`config.mk`:
```
export PLATFORM = sky130hd
export DESIGN_NAME = if_fetch
export DESIGN_NICKNAME = d
export VERILOG_FILES = /design/src/rtl/if_pkg.sv /design/src/rtl/if_fifo.sv /design/src/rtl/if_fetch.sv
export SDC_FILE = /design/constraint.sdc
export NUM_CORES = 1
export LEC_CHECK = 0
export ABC_AREA = 1
export CORE_MARGIN = 5
export CORE_UTILIZATION = 50
export DETAILED_ROUTE_END_ITERATION = 8
export DONT_BUFFER_PORTS = 1
export GPL_ROUTABILITY_DRIVEN = 0
export PLACE_DENSITY = 0.67
export SKIP_LAST_GASP = 1
export SYNTH_ARGS = -nofsm -noshare
export SYNTH_HDL_FRONTEND = slang
export SYNTH_SLANG_ARGS = --single-unit
```
`constraint.sdc`:
```
create_clock -name clk -period 7.8 [get_ports clk]
set_clock_uncertainty 0.15 [all_clocks]
set_input_delay 1.56 -clock clk [delete_from_list [all_inputs] [get_ports clk]]
set_output_delay 1.56 -clock clk [all_outputs]
set_load 0.01 [all_outputs]
```
`src/rtl/if_pkg.sv`:
```
// Shared defaults for the instruction-fetch stage: address/instruction widths,
// reset vector and the layout of one fetched entry.
package if_pkg;

  localparam int AW_DEF = 8;
  localparam int IW_DEF = 16;

  localparam logic [AW_DEF-1:0] RESET_VEC = '0;

  typedef struct packed {
    logic [IW_DEF-1:0] data;
    logic [AW_DEF-1:0] pc;
  } fetch_entry_t;

endpackage

```
`src/rtl/if_fifo.sv`:
```
// Synchronous prefetch FIFO of fetch entries. The head entry is read straight
// from storage registers; flush has priority over push and pop.
module if_fifo
  import if_pkg::*;
#(
  parameter int DEPTH = 2,
  parameter type entry_t = fetch_entry_t,
  localparam int CW = $clog2(DEPTH + 1)
) (
  input  logic          clk,
  input  logic          rst_n,
  input  logic          push,
  input  entry_t        din,
  input  logic          pop,
  input  logic          flush,
  output logic          full,
  output logic [CW-1:0] count,
  output logic          valid,
  output entry_t        head
);

  localparam int PW = (DEPTH > 1) ? $clog2(DEPTH) : 1;

  entry_t          mem [DEPTH];
  logic [PW-1:0]   rd_ptr;
  logic [PW-1:0]   wr_ptr;

  // Explicit wrap so non-power-of-two depths work.
  function automatic logic [PW-1:0] ptr_inc(input logic [PW-1:0] p);
    return (p == PW'(DEPTH - 1)) ? '0 : p + PW'(1);
  endfunction

  always_ff @(posedge clk or negedge rst_n) begin
    if (!rst_n) begin
      for (int i = 0; i < DEPTH; i++) mem[i] <= '0;
      rd_ptr <= '0;
      wr_ptr <= '0;
      count  <= '0;
    end else if (flush) begin
      rd_ptr <= '0;
      wr_ptr <= '0;
      count  <= '0;
    end else begin
      if (push) begin
        mem[wr_ptr] <= din;
        wr_ptr      <= ptr_inc(wr_ptr);
      end
      if (pop) rd_ptr <= ptr_inc(rd_ptr);
      count <= count + CW'(push) - CW'(pop);
    end
  end

  assign valid = (count != '0);
  assign full  = (count == CW'(DEPTH));
  assign head  = mem[rd_ptr];

endmodule

```
`src/rtl/if_fetch.sv`:
```
// Instruction-fetch stage: next-PC selection, ROM issue, in-flight tracking and
// prefetch buffering toward decode. Optional counters under IF_PERF_EN.
module if_fetch
  import if_pkg::*;
#(
  parameter int AW    = AW_DEF,
  parameter int IW    = IW_DEF,
  parameter int DEPTH = 2
) (
  input  logic          clk,
  input  logic          rst_n,
  input  logic [AW-1:0] addr_c,
  output logic [AW-1:0] addr_n,
  output logic [AW-1:0] imem_addr,
  input  logic [IW-1:0] imem_rdata,
  input  logic          br_valid,
  input  logic [AW-1:0] br_target,
  output logic          inst_valid,
  output logic [IW-1:0] inst_data,
  output logic [AW-1:0] inst_pc,
  input  logic          inst_ready
`ifdef IF_PERF_EN
  ,
  output logic [15:0]   perf_fetched,
  output logic [15:0]   perf_flushed
`endif
);

  typedef struct packed {
    logic [IW-1:0] data;
    logic [AW-1:0] pc;
  } entry_t;

  localparam int CW = $clog2(DEPTH + 1);

  logic          pop;
  logic          push;
  logic          issue;
  logic          inflight;
  logic [AW-1:0] inflight_pc;
  logic          fifo_full;
  logic          fifo_valid;
  logic [CW-1:0] count;
  logic [CW:0]   occ;
  entry_t        head;
  entry_t        din;

  // Decode handshake: a word transfers on any cycle where inst_valid and
  // inst_ready are both high; inst_valid never depends on inst_ready and the
  // presented word stays unchanged until it is taken or flushed.
  assign pop = fifo_valid & inst_ready;

  // Buffered plus in-flight words after this cycle's pop must leave room.
  assign occ   = {1'b0, count} + (CW+1)'(inflight) - (CW+1)'(pop);
  assign issue = !br_valid && (occ < (CW+1)'(DEPTH));

  assign imem_addr = addr_c;

  always_comb begin
    addr_n = addr_c;
    if (br_valid)   addr_n = br_target;
    else if (issue) addr_n = addr_c + AW'(1);
  end

  always_ff @(posedge clk or negedge rst_n) begin
    if (!rst_n) begin
      inflight    <= 1'b0;
      inflight_pc <= AW'(RESET_VEC);
    end else begin
      inflight    <= issue;
      inflight_pc <= addr_c;
    end
  end

  assign push = inflight && !br_valid && (!fifo_full || pop);
  assign din  = {imem_rdata, inflight_pc};

  if_fifo #(
    .DEPTH   (DEPTH),
    .entry_t (entry_t)
  ) u_fifo (
    .clk   (clk),
    .rst_n (rst_n),
    .push  (push),
    .din   (din),
    .pop   (pop),
    .flush (br_valid),
    .full  (fifo_full),
    .count (count),
    .valid (fifo_valid),
    .head  (head)
  );

  assign inst_valid = fifo_valid;
  assign inst_data  = fifo_valid ? head.data : '0;
  assign inst_pc    = fifo_valid ? head.pc   : '0;

`ifdef IF_PERF_EN
  logic [16:0] fetched_sum;
  logic [16:0] flushed_sum;

  assign fetched_sum = {1'b0, perf_fetched} + 17'd1;
  assign flushed_sum = {1'b0, perf_flushed} + 17'(count) + 17'(inflight);

  always_ff @(posedge clk or negedge rst_n) begin
    if (!rst_n) begin
      perf_fetched <= '0;
      perf_flushed <= '0;
    end else begin
      if (push)     perf_fetched <= fetched_sum[16] ? 16'hFFFF : fetched_sum[15:0];
      if (br_valid) perf_flushed <= flushed_sum[16] ? 16'hFFFF : flushed_sum[15:0];
    end
  end
`endif

endmodule

```
==> flow_results.org, run 1 <==
** Worst setup path
- Buffers & Inverters on Critical Path :: 1
- Crit path DAT :: ~3500 ps
- Critical Path Source Type :: register
- Along the worst path, the maximum fanout reaches 26.
- Critical path class :: register to primary output
- Highest cell delay on the worst timing path :: 920 ps
- The slowest stage of the critical path is the sky130_fd_sc_hd__nor2_2 cell.
- List of cells traversed by the critical path :: nor2_2 -> nor2_1 -> ha_1 -> inv_1 -> nand2_1 -> fa_1 -> nand2_1 -> nor2_2 -> nand2_1 -> o21ai_0
- Setup slack on the worst reg-to-reg path comes out at around 4700 ps.
- By instance count, the cell type seen most on the critical path is sky130_fd_sc_hd__nand2_1.
- The kind of cell with the highest combined delay along the critical path is simple AND/OR/NAND/NOR gates.
- Worst path required time :: about 6000 ps
- Kind of capture point of the worst setup path :: primary output

** Clock network
- Clock-pin slew on the worst setup and hold paths :: 60 ps
- Clock insertion delay at the later pin of the skew report :: 310 ps
- The longest clock path from root to sink contains 2 buffers.
- Number of buffers created by CTS :: 9
- Post-cts hold buffer count :: 0
- For this design, the sink count on the clock tree is around 60.
- Once the clock tree was built, the setup fixing pass inserted 0 buffers.
- CTS H-tree depth :: 3
- Buffer type at the clock tree root :: sky130_fd_sc_hd__clkbuf_8
- Cells resized by post-CTS repair :: 0
- TritonCTS built the clock tree.

** Synth
- In this run, synthesis produced a sequential element count of slightly above 60.
- Main combinational cell family by area after synthesis :: simple AND/OR/NAND/NOR gates
- Counting distinct cell types in the post-synthesis netlist gives 22.
- Post-synthesis compound-gate area fraction :: 14.7%
- For this run, the number of Yosys warnings is 0.
- Synthesis handed over a netlist of 380 instances.
- When the netlist entered floorplanning its net count stood at 421.
- The synthesized netlist devotes about 2.3% of its cell area to adder and majority cells.
- Synth Area per Inst :: approximately 7.9 µm²
- The biggest area contributor in the post-synthesis netlist is sky130_fd_sc_hd__dfrtp_1.
- The synthesized netlist occupies a cell area of about 3000 µm².
- Synthesized-area fraction occupied by and/or/nand/nor cells :: approximately a fifth
- Top cells by area, synth :: sky130_fd_sc_hd__dfrtp_1 51%, sky130_fd_sc_hd__nand2_1 16%, sky130_fd_sc_hd__o21ai_0 7.0%, sky130_fd_sc_hd__inv_1 5.4%, sky130_fd_sc_hd__a21oi_1 4.5%
- Post-synthesis share of cell area spent on xor and xnor gates :: less than 1%
- In this run the biggest area consumer among cell types represents between 50 and 60% of the synthesized area.
- Proportion of synthesized chip area in sequential cells :: between 50% and 60%
- The portion of synthesized area spent on multiplexers is 0%.

** Final layout
- Count of inserted antenna diode cells :: 0
- Final core utilization :: 52.5%
- Once layout is complete, the cells apart from fillers number ~440.
- Relative to the synthesized area, the layout overhead comes to 3.13%.
- After the last flow step, the layout net total stands at 407.
- In the final layout, the share of cells above drive strength 1 is a little under 7%.

** Routing
- Before antenna repair, the detailed router went through 4 iterations.
- Across all layers, the routed design uses 2,243 vias.
- The detail route stage leaves a number of antenna-violating nets equal to 0.
- Wire length after detailed routing :: 6130 µm
- Via-per-instance ratio :: 5.05
- Wire length per cell after detailed routing :: roughly 14 µm
- Initial DRC count :: around 150
- In the routed design, unresolved DRC markers number 0.

** Timing
- Final count of pins violating max slew :: 0
- In this run the tightest slew margin relative to its limit is between 20 and 25%.
- Max Clk Rate :: 191 MHz
- Post-layout min period :: 5240 ps
- Slew at the pin closest to its max-slew limit :: 1170 ps
- Count of final setup violators :: 0
- Unrepaired setup endpoints after global routing :: false
- Part of the cycle the worst path needs :: 67.1%
- Setup total negative slack on the finished layout was measured at 0 ps.
- The number of hold violations in the final report came to 0.

** Power
- In this run, the combinational gates consume 34.5% of the power.
- After layout, the design draws a total of between 1000 and 1500 µW.
- For this design the total switching power over the nets is ~440 µW.
- Largest vdd supply drop :: 0.000135 V
- Part of the total power dissipated in the clock network :: 19.6%
- Register share of total power :: about 46%
- Pwr/cell area :: roughly 360 nW/µm²
- Share of total power consumed by net switching :: roughly 39%
- Total leakage power :: around 0.0016 µW
- Internal power :: about 680 µW

** Floorplan
- In this run the vertical extent of the chip is around 87 µm.
- Area of the core :: 5890 µm²
- Measured along the x axis, the die boundary spans a little under 90 µm.
- Starting Density :: between 50% and 60%
- Area enclosed by the die boundary :: between 7000 and 8000 µm²
- In this run the count of I/O pins placed on the die edge is 77.
- Standard-cell rows :: 28

** GRT
- Pin count of the biggest net entering global routing :: 62
- In the global route stage, overall resource usage came out at roughly 18%.
- Wire length of the first global-routing pass :: ~11,000 µm
- The initial antenna violation count is 0.
- The number of global-route vias before repair was roughly 2,300.
- The total overflow left after global routing is 0.

** Placed design
- Cell Count Post-Placement :: 430
- Once detailed placement completed, the half-perimeter wirelength came to between 3000 and 4000 µm.
- Buffers on Ports :: 0

** Run status
- Outcome :: completed

** Flow run
- Max Cap Viol :: 0

** Min path
- The worst hold path belongs to the class register to register.
==> worst paths after layout <==
kind,end,start,cells after the start
max,addr_n[0],u_fifo.count[1]$_DFF_PN0_,10
min,u_fifo.mem[5]$_DFFE_PN0P_,u_fifo.mem[5]$_DFFE_PN0P_,2
max reg2reg,inflight$_DFF_PN0_,u_fifo.count[1]$_DFF_PN0_,8
min reg2reg,u_fifo.mem[5]$_DFFE_PN0P_,u_fifo.mem[5]$_DFFE_PN0P_,2
max in group asynchronous,inflight$_DFF_PN0_,rst_n,0
min in group asynchronous,u_fifo.mem[15]$_DFFE_PN0P_,rst_n,0
==> metal layers <==
layer	share of wire [%]	vias up	global-route usage, %
met5	0	-	0
met4	1.2	0	6.69
met3	5.4	6	3.97
met2	47	69	27.6
met1	47	1016	23.7
li1	-	1152	-
==> stage by stage <==
stage          hold slack (ps)  area [µm²]  worst slack, ps
6_report                   333        3090             2560
5_1_grt                    361        3090             2150
4_1_cts                    338        3090             2470
3_5_place_dp               322        2940             2720
3_3_place_gp               315        2940             2730
2_1_floorplan              303        3000             2890
==> cells by family after synthesis <==
group	count (synthesis)
and+or+nand+nor	156
AOI/OAI and AO/OA	84
buffers and inverters	72
DFF	61
adders and majority gates	5
xor gates and xnor gates	2
==> worst reg2reg max path: stages (launching register included) <==
cell	delay, ps
sky130_fd_sc_hd__dfrtp_1	450
sky130_fd_sc_hd__nor2_2	920
sky130_fd_sc_hd__nor2_1	170
sky130_fd_sc_hd__ha_1	330
sky130_fd_sc_hd__inv_1	70
sky130_fd_sc_hd__nand2_1	60
sky130_fd_sc_hd__fa_1	500
sky130_fd_sc_hd__nand3_1	180
sky130_fd_sc_hd__nor2_1	220
==> sequential cells by signal, indices dropped and copies added (netlist names) <==
register and flops:
u_fifo.mem 48, inflight_pc 8, u_fifo.count 2, inflight 1
u_fifo.rd_ptr 1, u_fifo.wr_ptr 1
==> final cells by class <==
class | instances | area, µm²
clock buffer | 11 | 131
clock inverter | 3 | 15.0
fill | 577 | 2800
inverter | 45 | 169
multi-input combinational | 247 | 1140
sequential | 61 | 1530
tap | 75 | 93.8
timing repair buffer | 2 | 15.0
==> power by group through the flow <==
stage / Sequential (µW) / Combinational, µW / Clock, µW
after floorplan: 502 / 336 / 0
final: 514 / 386 / 219
after global placement: 514 / 383 / 0
after detailed placement: 519 / 392 / 0
after global routing: 531 / 454 / 244
after CTS: 514 / 394 / 228
==> cells in the mapped netlist <==
cell	number
sky130_fd_sc_hd__buf_6	2
sky130_fd_sc_hd__or2_4	1
sky130_fd_sc_hd__o21ai_0	42
sky130_fd_sc_hd__o21ai_2	5
sky130_fd_sc_hd__fa_1	1
sky130_fd_sc_hd__xor2_1	1
sky130_fd_sc_hd__a21oi_1	27
sky130_fd_sc_hd__nor3_1	1
sky130_fd_sc_hd__nor2_2	1
sky130_fd_sc_hd__or2_2	1
sky130_fd_sc_hd__nand3_1	11
sky130_fd_sc_hd__dfrtp_1	61
sky130_fd_sc_hd__clkbuf_1	9
sky130_fd_sc_hd__buf_4	11
sky130_fd_sc_hd__nor2_1	12
sky130_fd_sc_hd__inv_2	2
sky130_fd_sc_hd__nand2_1	129
sky130_fd_sc_hd__ha_1	4
sky130_fd_sc_hd__inv_1	43
sky130_fd_sc_hd__buf_2	5
sky130_fd_sc_hd__xnor2_1	1
sky130_fd_sc_hd__o21ai_1	10
==> placed cells by master (no fill, tap or decap), types with 3 or more instances in the layout <==
master                     instances
sky130_fd_sc_hd__nand3_1          11
sky130_fd_sc_hd__nor2_1           11
sky130_fd_sc_hd__clkinv_2          3
sky130_fd_sc_hd__o21ai_2           5
sky130_fd_sc_hd__clkbuf_8          9
sky130_fd_sc_hd__ha_1              4
sky130_fd_sc_hd__a21oi_1          27
sky130_fd_sc_hd__inv_1            43
sky130_fd_sc_hd__o21ai_0          42
sky130_fd_sc_hd__o21ai_1          10
sky130_fd_sc_hd__nand2_1         129
sky130_fd_sc_hd__dfrtp_1          61
Note: power is estimated with default switching activity, not from simulation.
==> run 2: changes to the inputs <==
--- a/config.mk
+++ b/config.mk
@@ -11,7 +11,7 @@
 export DETAILED_ROUTE_END_ITERATION = 8
 export DONT_BUFFER_PORTS = 1
 export GPL_ROUTABILITY_DRIVEN = 0
-export PLACE_DENSITY = 0.67
+export PLACE_DENSITY = 0.7
 export SKIP_LAST_GASP = 1
 export SYNTH_ARGS = -nofsm -noshare
 export SYNTH_HDL_FRONTEND = slang
==> constraint.sdc (replaced) <==
create_clock -name clk -period 4.7 [get_ports clk]
set_clock_uncertainty 0.15 [all_clocks]
set_input_delay 0.94 -clock clk [delete_from_list [all_inputs] [get_ports clk]]
set_output_delay 0.94 -clock clk [all_outputs]
set_load 0.01 [all_outputs]
==> run 2 against run 1 <==
  * Clock power is 130% higher
  * Sequential power up 69%
  * Worst hold slack worse by 200 ps
  * Global-route usage grew 0.10 points
  * Register-to-register slack lost 2500 ps
  * Total power increased by 79%
  * Utilization up 1.2 points
  * Final area increased by 2.2%
  * Combinational power grew 63%
==> flow_results.org, run 2 (synthesized netlist as in run 1, its figures left out) <==
** Placed design
- Half-perimeter wire length of the detailed placement result :: 3890 µm (-0.87%)
- Buffers on Ports :: 0 (unchanged)

** Clock network
- TritonCTS built the clock tree.
- The buffer levels on the longest clock path is 2 (unchanged).
- Clock-pin slew on the worst setup and hold paths :: 70 ps (about the same)
- Buffer type at the clock tree root :: sky130_fd_sc_hd__clkbuf_8
- Total number of clock tree sinks :: 61 (unchanged)
- Post-cts hold buffer count :: 0 (unchanged)
- Setup repair bufs after CTS :: 0 (unchanged)
- Clock insertion delay at the later pin of the skew report :: 340 ps (+30 ps)
- The number of clock buffers inserted by TritonCTS was 9 (unchanged).
- The quantity of gates resized following cts came to 0 (unchanged).
- The H-tree depth is 3 (unchanged).

** Worst setup path
- The worst setup path is of the register to primary output kind.
- The number of cell instances on the worst register-to-register path was 9 (+1).
- STA classifies the critical path startpoint as a register.
- The slowest stage of the critical path is the sky130_fd_sc_hd__fa_1 cell.
- The delay of the slowest cell on the worst path came to 500 ps (-420 ps).
- The arrival time reported for the critical path endpoint was 2970 ps (-560 ps).
- Crit path top cell by count :: sky130_fd_sc_hd__nand2_1
- STA classifies the critical path endpoint as a primary output.
- Worst path required time :: 3610 ps (-2480 ps)
- The largest fanout of any net on the critical path was 26 (unchanged).
- The critical path goes through nor2_2 -> buf_4 -> nor2_1 -> ha_1 -> inv_1 -> nand2_1 -> fa_1 -> nand2_1 -> nor2_2 -> nand2_1 -> o21ai_0.

** Final layout
- The fraction of layout instances using a drive strength above 1 came to 7.55% (+0.77 points).
- The flip-flop count of the largest register after layout was 48 (unchanged).
- Largest register by flop count :: u_fifo.mem
- The post-layout net count is 407 (unchanged).
- Combined area of the multi-input logic cells :: 1140 µm² (unchanged)
- Count of inserted antenna diode cells :: 0 (unchanged)
- In the layout the commonest cells are 129 x sky130_fd_sc_hd__nand2_1, 61 x sky130_fd_sc_hd__dfrtp_1, 43 x sky130_fd_sc_hd__inv_1.
- Number of fill cells in the layout :: 599 (+3.8%)
- The library cell used most frequently in the layout, excluding fill and tap cells, is sky130_fd_sc_hd__nand2_1.
- Largest registers ranked by flip-flop count :: u_fifo.mem: 48 flops, inflight_pc: 8 flops, u_fifo.count: 2 flops
- Sequential Area :: 1530 µm² (unchanged)
- The post-route core utilization is 53.7% (+1.2 points).
- From synthesis to final layout, the design area changed by 5.43%.

** Routing
- Total number of vias :: 2,278 (+1.6%)
- The number of iterations in the first detailed-routing pass is 4 (unchanged).
- The detailed-route DRC error count is 0 (unchanged).
- The via density per instance was 5.11 (+1.1%).
- The number of DRC markers after the initial detailed-route iteration was 136 (-8.7%).
- Wire length after detailed routing :: 6150 µm (+0.33%)
- The number of routed nets with antenna violations came to 0 (unchanged).
- Wire length per cell after detailed routing :: 13.8 µm (-0.12%)

** Timing
- Max Clk Rate :: roughly 250 MHz
- Post-layout min period :: between 4000 and 5000 ps
- Setup repair after global routing left no endpoint under its margin.
- The transition at the pin with the smallest max-transition slack is 964 ps (-204 ps).
- Hold Vio Cnt, Final :: 0 (unchanged)
- The max-slew violation count came to 0 (unchanged).
- Count of final setup violators :: 0 (unchanged)
- Of the available clock period, the critical path in the final layout requires around 86%.
- Normalized max-slew margin :: 35.7% (+14 points)
- The sum of negative setup slack is 0 ps (unchanged).

** Floorplan
- Starting Density :: 50.9% (unchanged)
- The vertical die dimension is 87.4 µm (unchanged).
- The number of top-level design ports came to 77 (unchanged).
- Standard-cell rows :: 28 (unchanged)
- Chip Width :: 87.4 µm (unchanged)
- The core outline area was 5890 µm² (unchanged).
- The total die area was 7640 µm² (unchanged).

** GRT
- Number of antenna violations at the first check in global routing :: 0 (unchanged)
- Total gr overflow :: 0 (unchanged)
- The largest net degree at the start of global routing was 62 (unchanged).
- The first-pass GRT wire length is 10,400 µm (-2.1%).
- The number of global-route vias before repair came to 2,267 (-0.088%).
- GRT Util Overall :: 17.7% (+0.10 points)

** Power
- The reported leakage power was 0.00161 µW (+1.9%).
- Pwr/cell area :: 632 nW/µm² (+75%)
- Largest vdd supply drop :: 0.000270 V (+100%)

** Min path
- Hold/Removal Path Class :: input port to asynchronous set/reset pin

** Flow run
- The number of violations of the max-capacitance limit was 0 (unchanged).

** Run status
- The run finished with clean final reports.
==> run 2: worst paths after layout <==
kind | slack (ps) | startpoint | to
setup / recovery | 640 | u_fifo.count[1]$_DFF_PN0_ | addr_n[0]
hold / removal | 130 | rst_n | u_fifo.mem[33]$_DFFE_PN0P_
setup reg to reg | 2140 | u_fifo.count[1]$_DFF_PN0_ | inflight$_DFF_PN0_
hold reg to reg | 330 | u_fifo.mem[22]$_DFFE_PN0P_ | u_fifo.mem[22]$_DFFE_PN0P_
max in group asynchronous | 4160 | rst_n | u_fifo.mem[22]$_DFFE_PN0P_
min in group clk | 330 | u_fifo.mem[22]$_DFFE_PN0P_ | u_fifo.mem[22]$_DFFE_PN0P_
==> run 2: per-stage QoR <==
| stage | setup slack [ps] | cells | hold WS, ps | area (µm²) | total power [µW] |
|---|---|---|---|---|---|
| global placement | 873 | 430 | 315 | 2940 | 1490 |
| finish | 642 | 446 | 135 | 3160 | 2000 |
| CTS | 597 | 446 | 127 | 3160 | 2030 |
| detailed placement | 884 | 430 | 319 | 2940 | 1520 |
| global route | 382 | 446 | 109 | 3160 | 2170 |
| floorplan | 1030 | 380 | 303 | 3000 | 1390 |
==> run 2: final cells by class <==
type	count	area share, %
flip-flops and latches	61	48.3
multi-input cells	247	36.1
inverters	45	5.35
clock buffers	10	4.04
well taps	75	2.97
clock inverters	6	2.77
repair buffers	2	0.475
==> run 2: worst max-delay path: cells and delay by family (launching register included) <==
| family | cells | cell delay [ps] |
|---|---|---|
| AO/OA/AOI/OAI | 1 | 330 |
| AND/OR/NAND/NOR | 6 | 670 |
| buffers and inverters | 2 | 390 |
| adder cells (fa/ha/maj) | 2 | 790 |
| flip-flops | 1 | 450 |
==> run 2: per-layer routing <==
layer  global-route usage, %  wire, µm  up-vias
li1                        -         -     1151
met1                    21.8      2740     1053
met2                    29.0      3000       65
met3                    5.87       344        9
met4                    6.28        64        0
met5                       0         0        -
==> run 2: where the power goes <==
group / internal, µW / total [µW] / switching, µW
combinational: 213 / 628 / 416
clock: 298 / 500 / 201
sequential: 741 / 869 / 128
total: 1250 / 2000 / 746
==> run 3: changes to the inputs <==
--- a/config.mk
+++ b/config.mk
@@ -7,11 +7,12 @@
 export LEC_CHECK = 0
 export ABC_AREA = 1
 export CORE_MARGIN = 5
-export CORE_UTILIZATION = 50
+export CORE_UTILIZATION = 57
 export DETAILED_ROUTE_END_ITERATION = 8
 export DONT_BUFFER_PORTS = 1
 export GPL_ROUTABILITY_DRIVEN = 0
-export PLACE_DENSITY = 0.7
+export HOLD_SLACK_MARGIN = 0.1
+export PLACE_DENSITY = 0.81
 export SKIP_LAST_GASP = 1
 export SYNTH_ARGS = -nofsm -noshare
 export SYNTH_HDL_FRONTEND = slang
==> run 3 against run 2 <==
  * Setup slack gained 200 ps
  * Wire length decreased by 1.9%
  * Clock power decreased by 23%
  * Register-to-register slack improved by 300 ps
  * Sequential share of layout area grew 0.98 points
  * Total power down 5.7%
  * Critical endpoint unchanged
==> flow_results.org, run 3 (synthesized netlist as in run 1, its figures left out) <==
** Floorplan
- The number of placement rows was 26 (-7.1%).
- Chip Width :: 82.5 µm (-5.6%)
- The total die area is 6810 µm² (-11%).
- The vertical die dimension is 82.5 µm (-5.6%).
- The starting utilization of the core area is 58.7% (+7.8 points).
- Area of the core :: 5110 µm² (-13%)
- The number of top-level design ports is 77 (unchanged).

** Timing
- The number of hold violations in the final report is 0 (unchanged).
- The transition at the pin with the smallest max-transition slack was 976 ps (+12.4 ps).
- Final count of pins violating max slew :: 0 (unchanged)
- Part of the cycle the worst path needs :: 82.0% (-4.3 points)
- The worst slew slack as a fraction of its limit is 34.9% (-0.82 points).
- The clock period minus final worst setup slack was 3850 ps (-204 ps).
- Post-Route Setup TNS :: 0 ps (unchanged)
- Setup repair after global routing left no endpoint under its margin.
- The highest attainable clock frequency is 259 MHz (+5.3%).
- Count of final setup violators :: 0 (unchanged)

** Placed design
- The number of port buffers was 0 (unchanged).
- The post-placement cell count came to 425 (-1.2%).
- The post-detailed-placement cell area was 2940 µm² (-0.21%).
- Half-perimeter wire length of the detailed placement result :: 3890 µm (about the same)

** GRT
- The first-pass GRT wire length was 10000 µm (-4.0%).
- The total grt overflow is 0 (unchanged).
- Number of global-route vias before repair :: 2,208 (-2.6%)
- The largest net degree at the start of global routing was 62 (unchanged).
- The all-layer global routing usage was 19.4% (+1.7 points).
- Number of antenna violations at the first check in global routing :: 0 (unchanged)

** Routing
- The detailed-route DRC error count is 0 (unchanged).
- The number of DRC markers after the initial detailed-route iteration is 186 (+37%).
- Number of iterations in the first detailed-routing pass :: 4 (unchanged)
- Via-per-instance ratio :: 5.13 (+0.47%)
- The aggregate routed wire length is 6030 µm (-1.9%).
- Total number of vias :: 2,258 (-0.88%)
- Count of antenna-violating nets left after detailed routing :: 0 (unchanged)
- The wire length per cell is 13.7 µm (-0.60%).

** Flow run
- The number of violations of the max-capacitance limit is 0 (unchanged).

** Worst setup path
- The buffer and inverter count on the worst path came to 2 (unchanged).
- Highest cell delay on the worst timing path :: 500 ps (about the same)
- The reg-to-reg setup timing slack came to 2440 ps (+300 ps).
- Counting stages on the worst path, the most repeated cell is sky130_fd_sc_hd__nand2_1.
- The critical path is of the input port to primary output type.
- The worst register-to-register path ends at inflight$_DFF_PN0_.
- CP max stage cell :: sky130_fd_sc_hd__fa_1
- Broken down by cell family, the worst path's largest delay share belongs to adder cells.
- Start of the worst register-to-register path :: u_fifo.count[1]$_DFF_PN0_
- The worst setup path is captured at a primary output.
- List of cells traversed by the critical path :: inv_1 -> nor2_1 -> ha_1 -> inv_1 -> nand2_1 -> fa_1 -> nand2_1 -> nor2_2 -> nand2_1 -> o21ai_0
- The critical path starts at inst_ready.
- STA classifies the critical path startpoint as an input port.
- Worst path required time :: 3610 ps (about the same)
- Crit path DAT :: 2760 ps (-210 ps)
- The number of cell instances on the worst register-to-register path came to 8 (-1).
- Worst-path fanout max :: 6 (-77%)

** Power
- The clock power share is 20.4% (-4.6 points).
- Overall power after layout :: 1880 µW (-5.7%)
- Pwr/cell area :: 608 nW/µm² (-3.8%)
- Share of total power consumed by net switching :: 38.7% (+1.3 points)
- Register share of total power :: 46.3% (+2.8 points)
- Internal power :: 1150 µW (-7.7%)
- Net switching power figure :: 728 µW (-2.4%)
- The portion of total power attributed to combinational logic is 33.3% (+1.8 points).
- The reported leakage power is 0.00158 µW (-1.7%).
- Largest vdd supply drop :: 0.000354 V (+31%)

** Min path
- Hold/Removal Path Class :: input port to asynchronous set/reset pin

** Final layout
- Final net count :: 407 (unchanged)
- Count of non-filler cells in the finished layout :: 440 (-1.3%)
- Proportion of layout cells with a drive suffix above 1 :: 6.76% (-0.79 points)
- The post-route cell area is 3100 µm² (-2.0%).
- Largest register by flop count :: u_fifo.mem
- In the final layout, the registers with the most flip-flops are u_fifo.mem: 48 flops, inflight_pc: 8 flops, u_fifo.count: 2 flops.
- Count of inserted antenna diode cells :: 0 (unchanged)
- The library cell used most frequently in the layout, excluding fill and tap cells, is sky130_fd_sc_hd__nand2_1.
- The flip-flop count of the largest register after layout came to 48 (unchanged).
- The area growth from synthesis to layout is 3.34%.
- In the layout the commonest cells are 129 x sky130_fd_sc_hd__nand2_1, 61 x sky130_fd_sc_hd__dfrtp_1, 43 x sky130_fd_sc_hd__inv_1.

** Clock network
- The buffer levels on the longest clock path was 2 (unchanged).
- TritonCTS built the clock tree.
- The number of post-CTS setup repair buffers was 0 (unchanged).
- CTS H-tree depth :: 3 (unchanged)
- The register clock-pin slew on the reported worst setup and hold paths is 70 ps (about the same).
- Total number of clock tree sinks :: 61 (unchanged)
- The number of clock buffers inserted by TritonCTS was 9 (unchanged).
- The clock latency at the later pin of the worst-skew pair came to 330 ps (about the same).
- Buffer type at the clock tree root :: sky130_fd_sc_hd__clkbuf_8
- The cts-stage hold buffer count was 0 (unchanged).
- Cells resized by post-CTS repair :: 0 (unchanged)

** Run status
- Outcome :: completed
## run 3: stage by stage
| step | setup WS (ps) | utilization (%) | hold slack [ps] |
|---|---|---|---|
| global route | 625 | 60.6 | 125 |
| finish | 846 | 60.6 | 150 |
| CTS | 838 | 60.6 | 140 |
| floorplan | 1030 | - | 303 |
| global placement | 907 | 57.5 | 314 |
| detailed placement | 840 | 57.5 | 323 |
## run 3: worst max path at each step
stage	endpoint	slack [ps]	depth (start not counted)
after floorplan	addr_n[0]	1030	10
after CTS	addr_n[0]	840	10
after detailed placement	addr_n[0]	840	10
after global routing	addr_n[0]	630	11
after global placement	addr_n[0]	910	10
final	addr_n[0]	850	10
## run 3: final cells by class
type	count	area [µm²]
Inverter	45	169
Fill cell	463	2010
Clock buffer	13	149
Clock inverter	2	10.0
Multi-Input combinational cell	247	1140
Sequential cell	61	1530
Tap cell	70	87.6
Timing Repair Buffer	2	15.0
## run 3: worst reg2reg max path: cells and delay by family, from the launching register on
kind,cells,cell delay [ps]
fa+ha+maj,2,760
simple gates,5,720
flops,1,460
buf+inv,1,70
## run 3: power by group through the flow
stage / combinational [µW] / sequential (µW) / clock, µW
global placement: 617 / 869 / 0
floorplan: 558 / 833 / 0
global route: 731 / 899 / 421
CTS: 638 / 871 / 395
detailed placement: 637 / 879 / 0
finish: 627 / 872 / 383
## run 3: routing by layer
layer / track usage, % / wire, µm
met2: 31.5 / 2790
met3: 4.34 / 373
met5: 0 / 0
met1: 24.8 / 2800
met4: 8.82 / 61
==> RTL change: new RTL, flow settings as in run 2 <==
Change the package constant `AW_DEF` from 8 to 9.
--- a/src/rtl/if_pkg.sv
+++ b/src/rtl/if_pkg.sv
@@ -2,7 +2,7 @@
 // reset vector and the layout of one fetched entry.
 package if_pkg;
 
-  localparam int AW_DEF = 8;
+  localparam int AW_DEF = 9;
   localparam int IW_DEF = 16;
 
   localparam logic [AW_DEF-1:0] RESET_VEC = '0;
Ports: changed (5 resized); port bits go from 77 to 82. The function was not compared with the original's and may differ.
==> RTL change against run 2 <==
Combinational power grew 16%; die area grew 8.7%; synthesized area grew 9.9%; sequential power grew 4.8%; clock power shrank 18%; first-iteration DRC count shrank 27%; power grew 2.7%; sequential cell count grew 3; setup slack gained 0.020 ns; count of clock-buffer cells in the layout is the same; cell area grew 6.9%; wire length grew 5.6%; largest power group unchanged.
==> RTL change: results (changes against run 2) <==
- The largest net degree at the start of global routing is 65 (+4.8%).
- The fraction of final layout cells sized beyond drive strength 1 is 15.3% (+7.7 points).
- The count of cells along the worst register-to-register path is 8 (-1).
- The synthesized area per cell is 8.15 um2 (+3.4%).
- The number of antenna violations at the first check in global routing came to 0 (unchanged).
- The final wirelength was 6490 um (+5.6%).
- The maximum single-stage delay on the critical path is 0.50 ns (about the same).
- The final net count is 431 (+5.9%).
- The fraction of power spent switching nets is 40.0% (+2.6 points).
- The total track usage is 16.1% (-1.5 points).
- The depth of the CTS H-tree is 3 (unchanged).
- In this design, the largest share of critical-path delay is due to simple AND/OR/NAND/NOR gates.
- The power consumed by combinational cells was 730 uW (+16%).
- The worst-path maximum fanout is 12 (-54%).
- The setup slack after placement is 0.649 ns (-0.235 ns).
- The starting DRC count in detailed routing is 99 (-27%).
- The via count normalized by instance count is 5.13 (+0.52%).
- The register-to-register setup slack came to 2.51 ns (+0.37 ns).
- Clock tree synthesis selected as its root buffer the cell clkbuf_8.
- The count of different cell masters after synthesis is 26 (+18%).
- The placed wire-length estimate is 4230 um (+8.9%).
- The run finished with clean final reports.
- The sequential cell area fraction in the yosys report came to 48.6% (-2.3 points).
- The maximum VDD drop is 0.000257 V (-5.0%).
- The number of input and output port buffers inserted is 0 (unchanged).
- The endpoint arrival time on the critical path is 2.95 ns (-0.02 ns).
- The CTS clock-pin slew for the worst setup and hold paths was 0.07 ns (about the same).
- The part of the cycle the worst path needs is 85.9% (-0.42 points).
- By count the netlist is led by 137 x nand2_1, 64 x dfrtp_1, 43 x inv_1, 28 x o21ai_0, 26 x a21oi_1.
- The cell leakage power is 1.70 nW (+5.6%).
- In the final layout, the registers with the most flip-flops are u_fifo.mem: 50 flops, inflight_pc: 9 flops, u_fifo.count: 2 flops.
- The classification of the worst-slack hold path is in2async.
- The share of Yosys cell area claimed by the top area cell type is 48.6% (-2.3 points).
- The via count is 2413 (+5.9%).
- The post-place instance area is 3200 um2 (+8.8%).
- The part of the power in combinational logic was 35.6% (+4.1 points).
- Yosys attributes the largest share of cell area to dfrtp_1 49%, nand2_1 16%, o21ai_2 6.6%, inv_1 4.9%, o21ai_0 4.3%.
- The worst setup path startpoint is inst_ready.
- The final hold slack came to 0.151 ns (+0.0157 ns).
- The slew at the pin closest to its max-slew limit is 0.973 ns (+0.00954 ns).
- The number of iterations in the first detailed-routing pass came to 4 (unchanged).
- The number of nets in the synthesized netlist is 447 (+6.2%).
- The sequential cell power is 911 uW (+4.8%).
-- RTL change: worst register-to-register path, delay by kind of cell, from the launching register on --
family	cells	cell delay, ns
buf+inv	1	0.07
flops	1	0.49
fa+ha+maj	2	0.76
simple gates	5	0.64
-- RTL change: logic make-up after synthesis --
| kind of cell | synth area share, % |
|---|---|
| buf+inv | 11.6 |
| xor+xnor | 0.532 |
| fa+ha+maj | 2.13 |
| compound gates | 15.2 |
| flops | 48.6 |
| simple gates | 21.9 |
-- RTL change: area by class of cell --
type	instances	area [um2]
Multi-Input combinational cell	264	1310
Sequential cell	64	1600
Timing Repair Buffer	3	22.5
Clock buffer	10	138
Fill cell	639	3010
Inverter	46	173
Tap cell	77	96.3
Clock inverter	6	35.0
-- RTL change: layer usage --
metal	share of wire (%)	track usage, %	wire length, um
met5	0	0	0
met4	1.5	6.23	99
met3	6.0	3.88	389
met2	48	26.8	3120
met1	45	20.3	2890
